**config.mk**
```make
export PLATFORM = sky130hd
export DESIGN_NAME = irq_ctrl
export DESIGN_NICKNAME = d
export VERILOG_FILES = /design/src/rtl/cpu_pkg.sv /design/src/rtl/irq_edge_sync.sv /design/src/rtl/irq_ctrl.sv
export SDC_FILE = /design/constraint.sdc
export NUM_CORES = 1
export LEC_CHECK = 0
export CAP_MARGIN = 5
export CORE_UTILIZATION = 50
export CTS_BUF_LIST = sky130_fd_sc_hd__clkbuf_16
export CTS_CLUSTER_DIAMETER = 30
export DETAILED_ROUTE_END_ITERATION = 6
export DONT_BUFFER_PORTS = 1
export PLACE_DENSITY = 0.68
export SYNTH_ARGS = -nofsm -noshare
export SYNTH_HDL_FRONTEND = slang
export SYNTH_SLANG_ARGS = --single-unit
```
**constraint.sdc**
```tcl
create_clock -name clk -period 1.75 [get_ports clk]
set_input_delay 0.2625 -clock clk [delete_from_list [all_inputs] [get_ports clk]]
set_output_delay 0.2625 -clock clk [all_outputs]
set_load 0.02 [all_outputs]
```
**src/rtl/cpu_pkg.sv**
```systemverilog
`default_nettype none
// cpu_pkg: shared encodings, default vectors and config bit positions
// for the CPU interrupt controller.
package cpu_pkg;

  typedef enum logic [1:0] {
    IRQ_NONE = 2'd0,
    EI       = 2'd1,
    T0       = 2'd2,
    T1       = 2'd3
  } irq_src_t;

  typedef enum logic [1:0] {
    IDLE    = 2'd0,
    REQUEST = 2'd1,
    SERVICE = 2'd2
  } irq_state_t;

  localparam logic [9:0] EI_VECTOR_DEF = 10'h010;
  localparam logic [9:0] T0_VECTOR_DEF = 10'h020;
  localparam logic [9:0] T1_VECTOR_DEF = 10'h030;

  localparam int GIE_BIT  = 3;
  localparam int EIE_BIT  = 2;
  localparam int T0IE_BIT = 1;
  localparam int T1IE_BIT = 0;

  // Eligible bits are ordered {T1, T0, EI}; lowest index wins.
  function automatic irq_src_t irq_pick(input logic [2:0] elig);
    if (elig[0])      return EI;
    else if (elig[1]) return T0;
    else if (elig[2]) return T1;
    else              return IRQ_NONE;
  endfunction

  function automatic logic [2:0] irq_mask(input irq_src_t s);
    case (s)
      EI:      return 3'b001;
      T0:      return 3'b010;
      T1:      return 3'b100;
      default: return 3'b000;
    endcase
  endfunction

endpackage
`default_nettype wire

```
**src/rtl/irq_edge_sync.sv**
```systemverilog
`default_nettype none
// irq_edge_sync: optional N-stage synchroniser followed by a
// rising-edge detector producing a one-cycle pulse.
module irq_edge_sync #(
  parameter int STAGES = 0
) (
  input  logic clk,
  input  logic rst_n,
  input  logic d,
  output logic pulse
);

  logic level;
  logic hist;

  generate
    if (STAGES == 0) begin : g_nosync
      assign level = d;
    end else begin : g_sync
      logic [STAGES-1:0] sync;
      always_ff @(posedge clk or negedge rst_n) begin
        if (!rst_n) begin
          sync <= '0;
        end else begin
          sync[0] <= d;
          for (int i = 1; i < STAGES; i++) sync[i] <= sync[i-1];
        end
      end
      assign level = sync[STAGES-1];
    end
  endgenerate

  // History resets low, so a level already high at reset release counts as an edge.
  always_ff @(posedge clk or negedge rst_n) begin
    if (!rst_n) hist <= 1'b0;
    else        hist <= level;
  end

  assign pulse = level & ~hist;

endmodule
`default_nettype wire

```
**src/rtl/irq_ctrl.sv**
```systemverilog
`default_nettype none
// irq_ctrl: latches EI/T0/T1 events, presents one prioritised request
// to the CPU and runs the acknowledge/return handshake (no nesting).
module irq_ctrl
  import cpu_pkg::*;
#(
  parameter logic [9:0] EI_VECTOR   = EI_VECTOR_DEF,
  parameter logic [9:0] T0_VECTOR   = T0_VECTOR_DEF,
  parameter logic [9:0] T1_VECTOR   = T1_VECTOR_DEF,
  parameter int         SYNC_STAGES = 2
) (
  input  logic       clk,
  input  logic       rst_n,
  input  logic       ext_int,
  input  logic       t0_done,
  input  logic       t1_done,
  input  logic [3:0] cpu_cfg,
  input  logic       irq_ack,
  input  logic       irq_ret,
  output logic       irq_req,
  output logic [1:0] irq_src,
  output logic [9:0] irq_vector,
  output logic       in_service,
  output logic       done_ack_t0,
  output logic       done_ack_t1,
  output logic [2:0] pending
);

  localparam int SYNC_EFF = (SYNC_STAGES < 2) ? 2 : SYNC_STAGES;

  logic       ei_edge, t0_edge, t1_edge;
  logic       gie, src_live, take_ack;
  logic [2:0] en, edges, eligible, ack_clr;
  irq_src_t   src_q, pick;
  irq_state_t state;

  irq_edge_sync #(.STAGES(SYNC_EFF)) u_ei (.clk(clk), .rst_n(rst_n), .d(ext_int), .pulse(ei_edge));
  irq_edge_sync #(.STAGES(0))        u_t0 (.clk(clk), .rst_n(rst_n), .d(t0_done), .pulse(t0_edge));
  irq_edge_sync #(.STAGES(0))        u_t1 (.clk(clk), .rst_n(rst_n), .d(t1_done), .pulse(t1_edge));

  assign gie      = cpu_cfg[GIE_BIT];
  assign en       = {cpu_cfg[T1IE_BIT], cpu_cfg[T0IE_BIT], cpu_cfg[EIE_BIT]};
  assign edges    = {t1_edge, t0_edge, ei_edge};
  assign eligible = pending & en & {3{gie}};
  assign pick     = irq_pick(eligible);
  assign src_live = gie & (|(irq_mask(src_q) & en));
  assign take_ack = (state == REQUEST) && src_live && irq_ack;
  assign ack_clr  = take_ack ? irq_mask(src_q) : 3'b000;

  function automatic logic [9:0] vec_of(input irq_src_t s);
    case (s)
      EI:      return EI_VECTOR;
      T0:      return T0_VECTOR;
      T1:      return T1_VECTOR;
      default: return 10'h000;
    endcase
  endfunction

  // A new edge in the same cycle as the ack clear keeps the bit set.
  always_ff @(posedge clk or negedge rst_n) begin
    if (!rst_n) pending <= 3'b000;
    else        pending <= (edges & en) | (pending & en & ~ack_clr);
  end

  always_ff @(posedge clk or negedge rst_n) begin
    if (!rst_n) begin
      state       <= IDLE;
      src_q       <= IRQ_NONE;
      irq_req     <= 1'b0;
      irq_src     <= 2'd0;
      irq_vector  <= 10'h000;
      in_service  <= 1'b0;
      done_ack_t0 <= 1'b0;
      done_ack_t1 <= 1'b0;
    end else begin
      done_ack_t0 <= 1'b0;
      done_ack_t1 <= 1'b0;
      case (state)
        IDLE: begin
          if (|eligible) begin
            state      <= REQUEST;
            src_q      <= pick;
            irq_req    <= 1'b1;
            irq_src    <= pick;
            irq_vector <= vec_of(pick);
          end
        end
        REQUEST: begin
          if (!src_live || irq_ack) begin
            irq_req    <= 1'b0;
            irq_src    <= 2'd0;
            irq_vector <= 10'h000;
            if (!src_live) begin
              state <= IDLE;
            end else begin
              state       <= SERVICE;
              in_service  <= 1'b1;
              done_ack_t0 <= (src_q == T0);
              done_ack_t1 <= (src_q == T1);
            end
          end
        end
        SERVICE: begin
          if (irq_ret) begin
            state      <= IDLE;
            in_service <= 1'b0;
          end
        end
        default: state <= IDLE;
      endcase
    end
  end

endmodule
`default_nettype wire

```
Yosys cells after proc, flatten, opt, wreduce, memory -nomap -nowiden
Index checks and enable logic that the tools add are counted.
{"block": "totals", "register_bits": 28, "in_bits": 11, "output_inout_bits": 19, "wordCells": 82}
{"block": "classes", "eq_ne": 12, "mux": 30, "bitwise_logic": 14, "n_reduce_logical": 13}
{"operator": "two-way mux 10 bit", "count": 2}
{"operator": "case mux 10 bit (2 select lines)", "count": 1}
{"operator": "two-way mux 2 bit", "count": 9}
{"operator": "case mux 6 bit (3 select lines)", "count": 1}
{"operator": "AND 3 bit", "count": 5}
{"operator": "two-way mux 1 bit", "count": 11}
{"operator": "== test 2 bit, second input constant", "count": 5}
{"operator": "case mux 3 bit (3 select lines)", "count": 1}
{"operator": "== test 2 x 1 -> 1 bit, second input constant", "count": 3}
{"operator": "inequality test 2 bit, second input constant", "count": 3}
{"operator": "case mux 2 bit (3 select lines)", "count": 1}
{"operator": "AND reduction 3 bit", "count": 2}
{"operator": "OR reduction 3 bit", "count": 2}
{"operator": "AND 1 bit", "count": 4}
{"operator": "case mux 1 bit (2 select lines)", "count": 2}
{"operator": "case mux 2 bit (2 select lines)", "count": 1}
{"operator": "AND reduction 4 bit", "count": 1}
{"operator": "nonzero test 2 bit", "count": 2}
{"operator": "two-way mux 3 bit", "count": 1}
{"operator": "inverter 1 bit", "count": 3}
{"operator": "inverter 3 bit", "count": 1}
{"operator": "bitwise OR 3 bit", "count": 1}
{"operator": "logical AND 1 bit", "count": 2}
{"operator": "zero test 2 bit", "count": 1}
{"operator": "4 further kinds", "count": 4}

Logic depth before layout (Yosys ltp)
{"block": "depth", "word_depth": 11, "mapped_depth": 5, "depth_no_buf": 4}

By module
From an unflattened synthesis, not the netlist that was laid out.
{"block": "unflattened", "cells_unflattened": 82, "hier_area_um2": 880.8}
{"mod": "irq_ctrl", "instances": 1, "cells_per_inst": 74, "area_per_inst_um2": 714.4, "seq_area_each_um2": 325.3}
{"mod": "irq_edge_sync (u_ei)", "instances": 1, "cells_per_inst": 4, "area_per_inst_um2": 88.8, "seq_area_each_um2": 75.1}
{"mod": "irq_edge_sync (u_t0 ...)", "instances": 2, "cells_per_inst": 2, "area_per_inst_um2": 38.8, "seq_area_each_um2": 25.0}

Worst setup path before layout
OpenSTA, ideal clock, no wires.
{"block": "synth_path", "kind": "register -> register", "start": "register src_q[0]", "end": "register irq_vector[4]", "arrival_ps": 1275, "setup_slack_ps": 355, "stages_incl_launch_ff": 6, "n_path_buf": 1, "path_cell_list": "dfrtp_1 > buf_6 > mux2i_1 > o32ai_1 > or3_1 > a31o_1"}
{"block": "synth_via", "elab_chain_cells": 9, "word_cells_on_any_way": 11}
{"element": "start, declared", "line": "irq_ctrl.sv:34", "source": "irq_src_t src_q, pick;"}
{"element": "start signal, assigned", "line": "irq_ctrl.sv:82", "source": "src_q <= pick;"}
{"element": "== test 2 bit or == test 2 x 1 -> 1 bit (tied branches)", "line": "cpu_pkg.sv:37", "source": "case (s)"}
{"element": "case mux 3 bit (3 select lines) (*)", "line": "cpu_pkg.sv:37"}
{"element": "AND 3 bit (*)", "line": "irq_ctrl.sv:46", "source": "assign src_live = gie & (|(irq_mask(src_q) & en));"}
{"element": "OR reduction 3 bit (*)", "line": "irq_ctrl.sv:46"}
{"element": "AND 1 bit (*)", "line": "irq_ctrl.sv:46"}
{"element": "zero test 1 bit (*)"}
{"element": "logical OR 1 bit (*)", "line": "irq_ctrl.sv:89", "source": "if (!src_live || irq_ack) begin"}
{"element": "inequality test 2 x 1 -> 1 bit (no line) (*)"}
{"element": "AND reduction 3 bit (no line) (*)"}
{"element": "end signal, assigned", "line": "irq_ctrl.sv:85", "source": "irq_vector <= vec_of(pick);"}
{"element": "end, declared", "line": "irq_ctrl.sv:22", "source": "output logic [9:0] irq_vector,"}
Every way passes the cells marked *; elsewhere a longest branch is shown, timed or not.
A chain may end at the register's enable or synchronous reset.

Worst setup path after layout
{"block": "layout_path", "start": "register src_q[0]", "end": "register irq_src[1]"}
{"block": "layout_via", "elab_chain_cells": 9, "word_cells_on_any_way": 11}
{"element": "== test 2 bit or == test 2 x 1 -> 1 bit (tied branches)", "line": "cpu_pkg.sv:37"}
{"element": "case mux 3 bit (3 select lines) (*)", "line": "cpu_pkg.sv:37"}
{"element": "AND 3 bit (*)", "line": "irq_ctrl.sv:46"}
{"element": "OR reduction 3 bit (*)", "line": "irq_ctrl.sv:46"}
{"element": "AND 1 bit (*)", "line": "irq_ctrl.sv:46"}
{"element": "zero test 1 bit (*)"}
{"element": "logical OR 1 bit (*)", "line": "irq_ctrl.sv:89"}
{"element": "inequality test 2 x 1 -> 1 bit (no line) (*)"}
{"element": "AND reduction 3 bit (no line) (*)"}
{"element": "end signal, assigned", "line": "irq_ctrl.sv:84", "source": "irq_src <= pick;"}
{"element": "end, declared", "line": "irq_ctrl.sv:21", "source": "output logic [1:0] irq_src,"}
Marks and branches as above.

==> reports/qor.txt <==
crit path launch = src_q[0]$_DFFE_PN0P_
f_max = 627.9 MHz
violated checks = DRC
top-area cell type share of the netlist area = 0.5547
Yosys top cell by area = dfrtp_1
post-route met1 wirelength = 637 um
Period minus WS final = 1593 ps
routed wire length on met3 = 143 um
met2 WL = 700 um
CP max stage delay = 450 ps
mapped cell area = 857.1 um2
vias = 588
Final Skew = 3.097 ps
fraction of registers with async set/reset = 1.000
Largest delay share family, worst path = flip-flops
Setup Crit Path Kind = flip-flop to flip-flop
syn avg cell area = 10.58 um2
Initial Util = 0.5498
final WL = 1495 um
Die Area = 0.001884 mm2
gr ovfl total = 0
WHS = 41.26 ps
Antenna diodes = 0
initial antenna violation count = 0
post-route setup TNS = 0 ps
status = complete, but fails checks
Max Slew Vio Count = 0
Max Root-Sink Buffers = 2
first-pass GRT wire length = 2497 um
largest net degree at the start of global routing = 20
most frequent cells in the layout = dfrtp_1, conb_1, nand2_1
worst vdd ir = 0.0008756 V
wire per inst = 15.10 um
Worst Path Required = 1880 ps
setup bufs post-CTS = 0
Port Buf Inserts = 0
Die Ht = 43.40 um
largest cells by area after synthesis = dfrtp_1, buf_4, nand2_1
DPL Wire Length = 1090 um
Hold WC Path Type = input port to flip-flop
share of the clock period used by the worst path = 0.9100
gpl congestion = 0.8187
post-synthesis sequential area ratio = 0.5547
Critical Path Start Type = flip-flop
Top FF cell, synth = dfrtp_1
Max Cap Viol = 0
share of layout cells above drive strength 1 = 0.06024
# nets final = 95
vias in the first global route = 562
Core Rows = 14
Vias/cell = 5.939
H-tree levels = 1
setup violators final = 0
cts bufs inserted = 3
Slew @ Worst Pin = 796.0 ps
GR Util All Layers = 0.1861
CTS sink cnt = 19
CTS root buffer = clkbuf_16
Ports = 30
PD cells = 1336 mW/mm2
Area Growth Syn to Fin = 6.715%
clk_lat worst skew = 250 ps
Fin. Hold Viols = 0
CTS tree = built
die extent in x = 43.40 um
commonest non-fill, non-tap cell in the layout = dfrtp_1
CORE AREA = 0.001559 mm2
DRC viols = 8
CP Max Fanout = 7
EDFF count, synth = 0
R2R Path Start = src_q[0]$_DFFE_PN0P_
RSZ-0062 raised after global routing = no
Lkg Pwr = 0.4195 nW
Slowest-stage cell, CP = dfrtp_1
Top Metal Used = met4
critical-path cell list = mux2i_1 -> o32ai_1 -> or3_1 -> a31o_1
Worst Path Arrival = 1730 ps
crit path capture type = flip-flop
drt first-iter violations = 26
max_slew headroom = 0.4676
YS warnings = 0
min-delay src = t1_done
DR pass1 iterations = 6
Routed Antenna Nets = 0
Clock transition at path regs = 50 ps
Synth cell types = 26
Buf/Inv on CP = 0
flops & latches, synth = 19
Post-Syn Instances = 81
cell families after synthesis:
group / count (synthesis) / synth area share
compound gates: 20 / 0.1562
buf+inv: 15 / 0.1139
flops: 19 / 0.5547
mux: 1 / 0.01168
other cells: 1 / 0.004375
simple gates: 25 / 0.1591
state kept, by name, indices dropped and copies added, names as in the netlist:
signal            flops
irq_vector            2
src_q                 2
irq_req               1
u_t1.hist             1
done_ack_t1           1
pending               3
state                 2
done_ack_t0           1
u_ei.g_sync.sync      2
in_service            1
u_t0.hist             1
irq_src               1
u_ei.hist             1
cell type report:
cell class / instances / area, um2
fill: 138 / 644.4
sequential: 19 / 475.5
multi-input combinational: 54 / 310.3
clock buffer: 3 / 75.07
tap: 16 / 20.02
inverter: 5 / 18.77
timing repair buffer: 1 / 10.01
clock inverter: 1 / 5.005
worst reg2reg max path: stages (launching register included):
cell     delay, ps
dfrtp_1        450
mux2i_1        290
o32ai_1        140
or3_1          370
a31o_1         230
final timing paths:
path,to,slack (ps),cells past startpoint
max reg2reg,irq_src[1]$_DFFE_PN0P_,160,4
max,irq_src[1]$_DFFE_PN0P_,160,4
min in group asynchronous,u_ei.hist$_DFF_PN0_,550,1
min,u_t1.hist$_DFF_PN0_,40,0
min reg2reg,u_ei.g_sync.sync[1]$_DFF_PN0_,360,0
max in group asynchronous,state[1]$_DFFE_PN0P_,710,1
where the power goes:
part           switching [mW]  leakage (nW)  total [mW]  internal [mW]
sequential              0.124         0.240       0.628          0.504
combinational          0.0776         0.139       0.138         0.0607
clock                   0.150        0.0409       0.456          0.306
total                   0.352         0.420        1.22          0.870
what timing repair did:
| action | in CTS | in global routing |
|---|---|---|
| hold buffers | 1 | 0 |
| hold endpoints to repair | 19 | 0 |
| resized for setup | 0 | 0 |
per-stage QoR:
step           instance area (um2)  worst slack, ps  std cells    util  total power, mW
6_report                     914.6            157.5         99  0.5867            1.222
5_1_grt                      914.6            119.6         99  0.5867            1.287
4_1_cts                      914.6            187.6         99  0.5867            1.236
3_5_place_dp                 824.5            226.8         94  0.5289           0.7624
3_3_place_gp                 824.5            278.7         94  0.5289           0.7575
2_1_floorplan                883.3            354.9         88       -           0.7685
cell usage after synthesis, types with 2 or more instances:
| master | instances |
|---|---|
| a31o_1 | 3 |
| nand3b_1 | 3 |
| inv_1 | 5 |
| nand2_1 | 7 |
| buf_4 | 9 |
| a21oi_1 | 4 |
| nor2_1 | 3 |
| nand3_1 | 4 |
| a31oi_1 | 2 |
| dfrtp_1 | 19 |
| nor2b_1 | 3 |
| nor3b_1 | 2 |
| o21ai_0 | 4 |
per-layer routing:
| layer | up-vias | track usage |
|---|---|---|
| li1 | 268 | - |
| met4 | 0 | 0.07500 |
| met5 | - | 0 |
| met1 | 289 | 0.2346 |
| met3 | 2 | 0.07083 |
| met2 | 29 | 0.2909 |
Power figures use the tool's default switching activity.
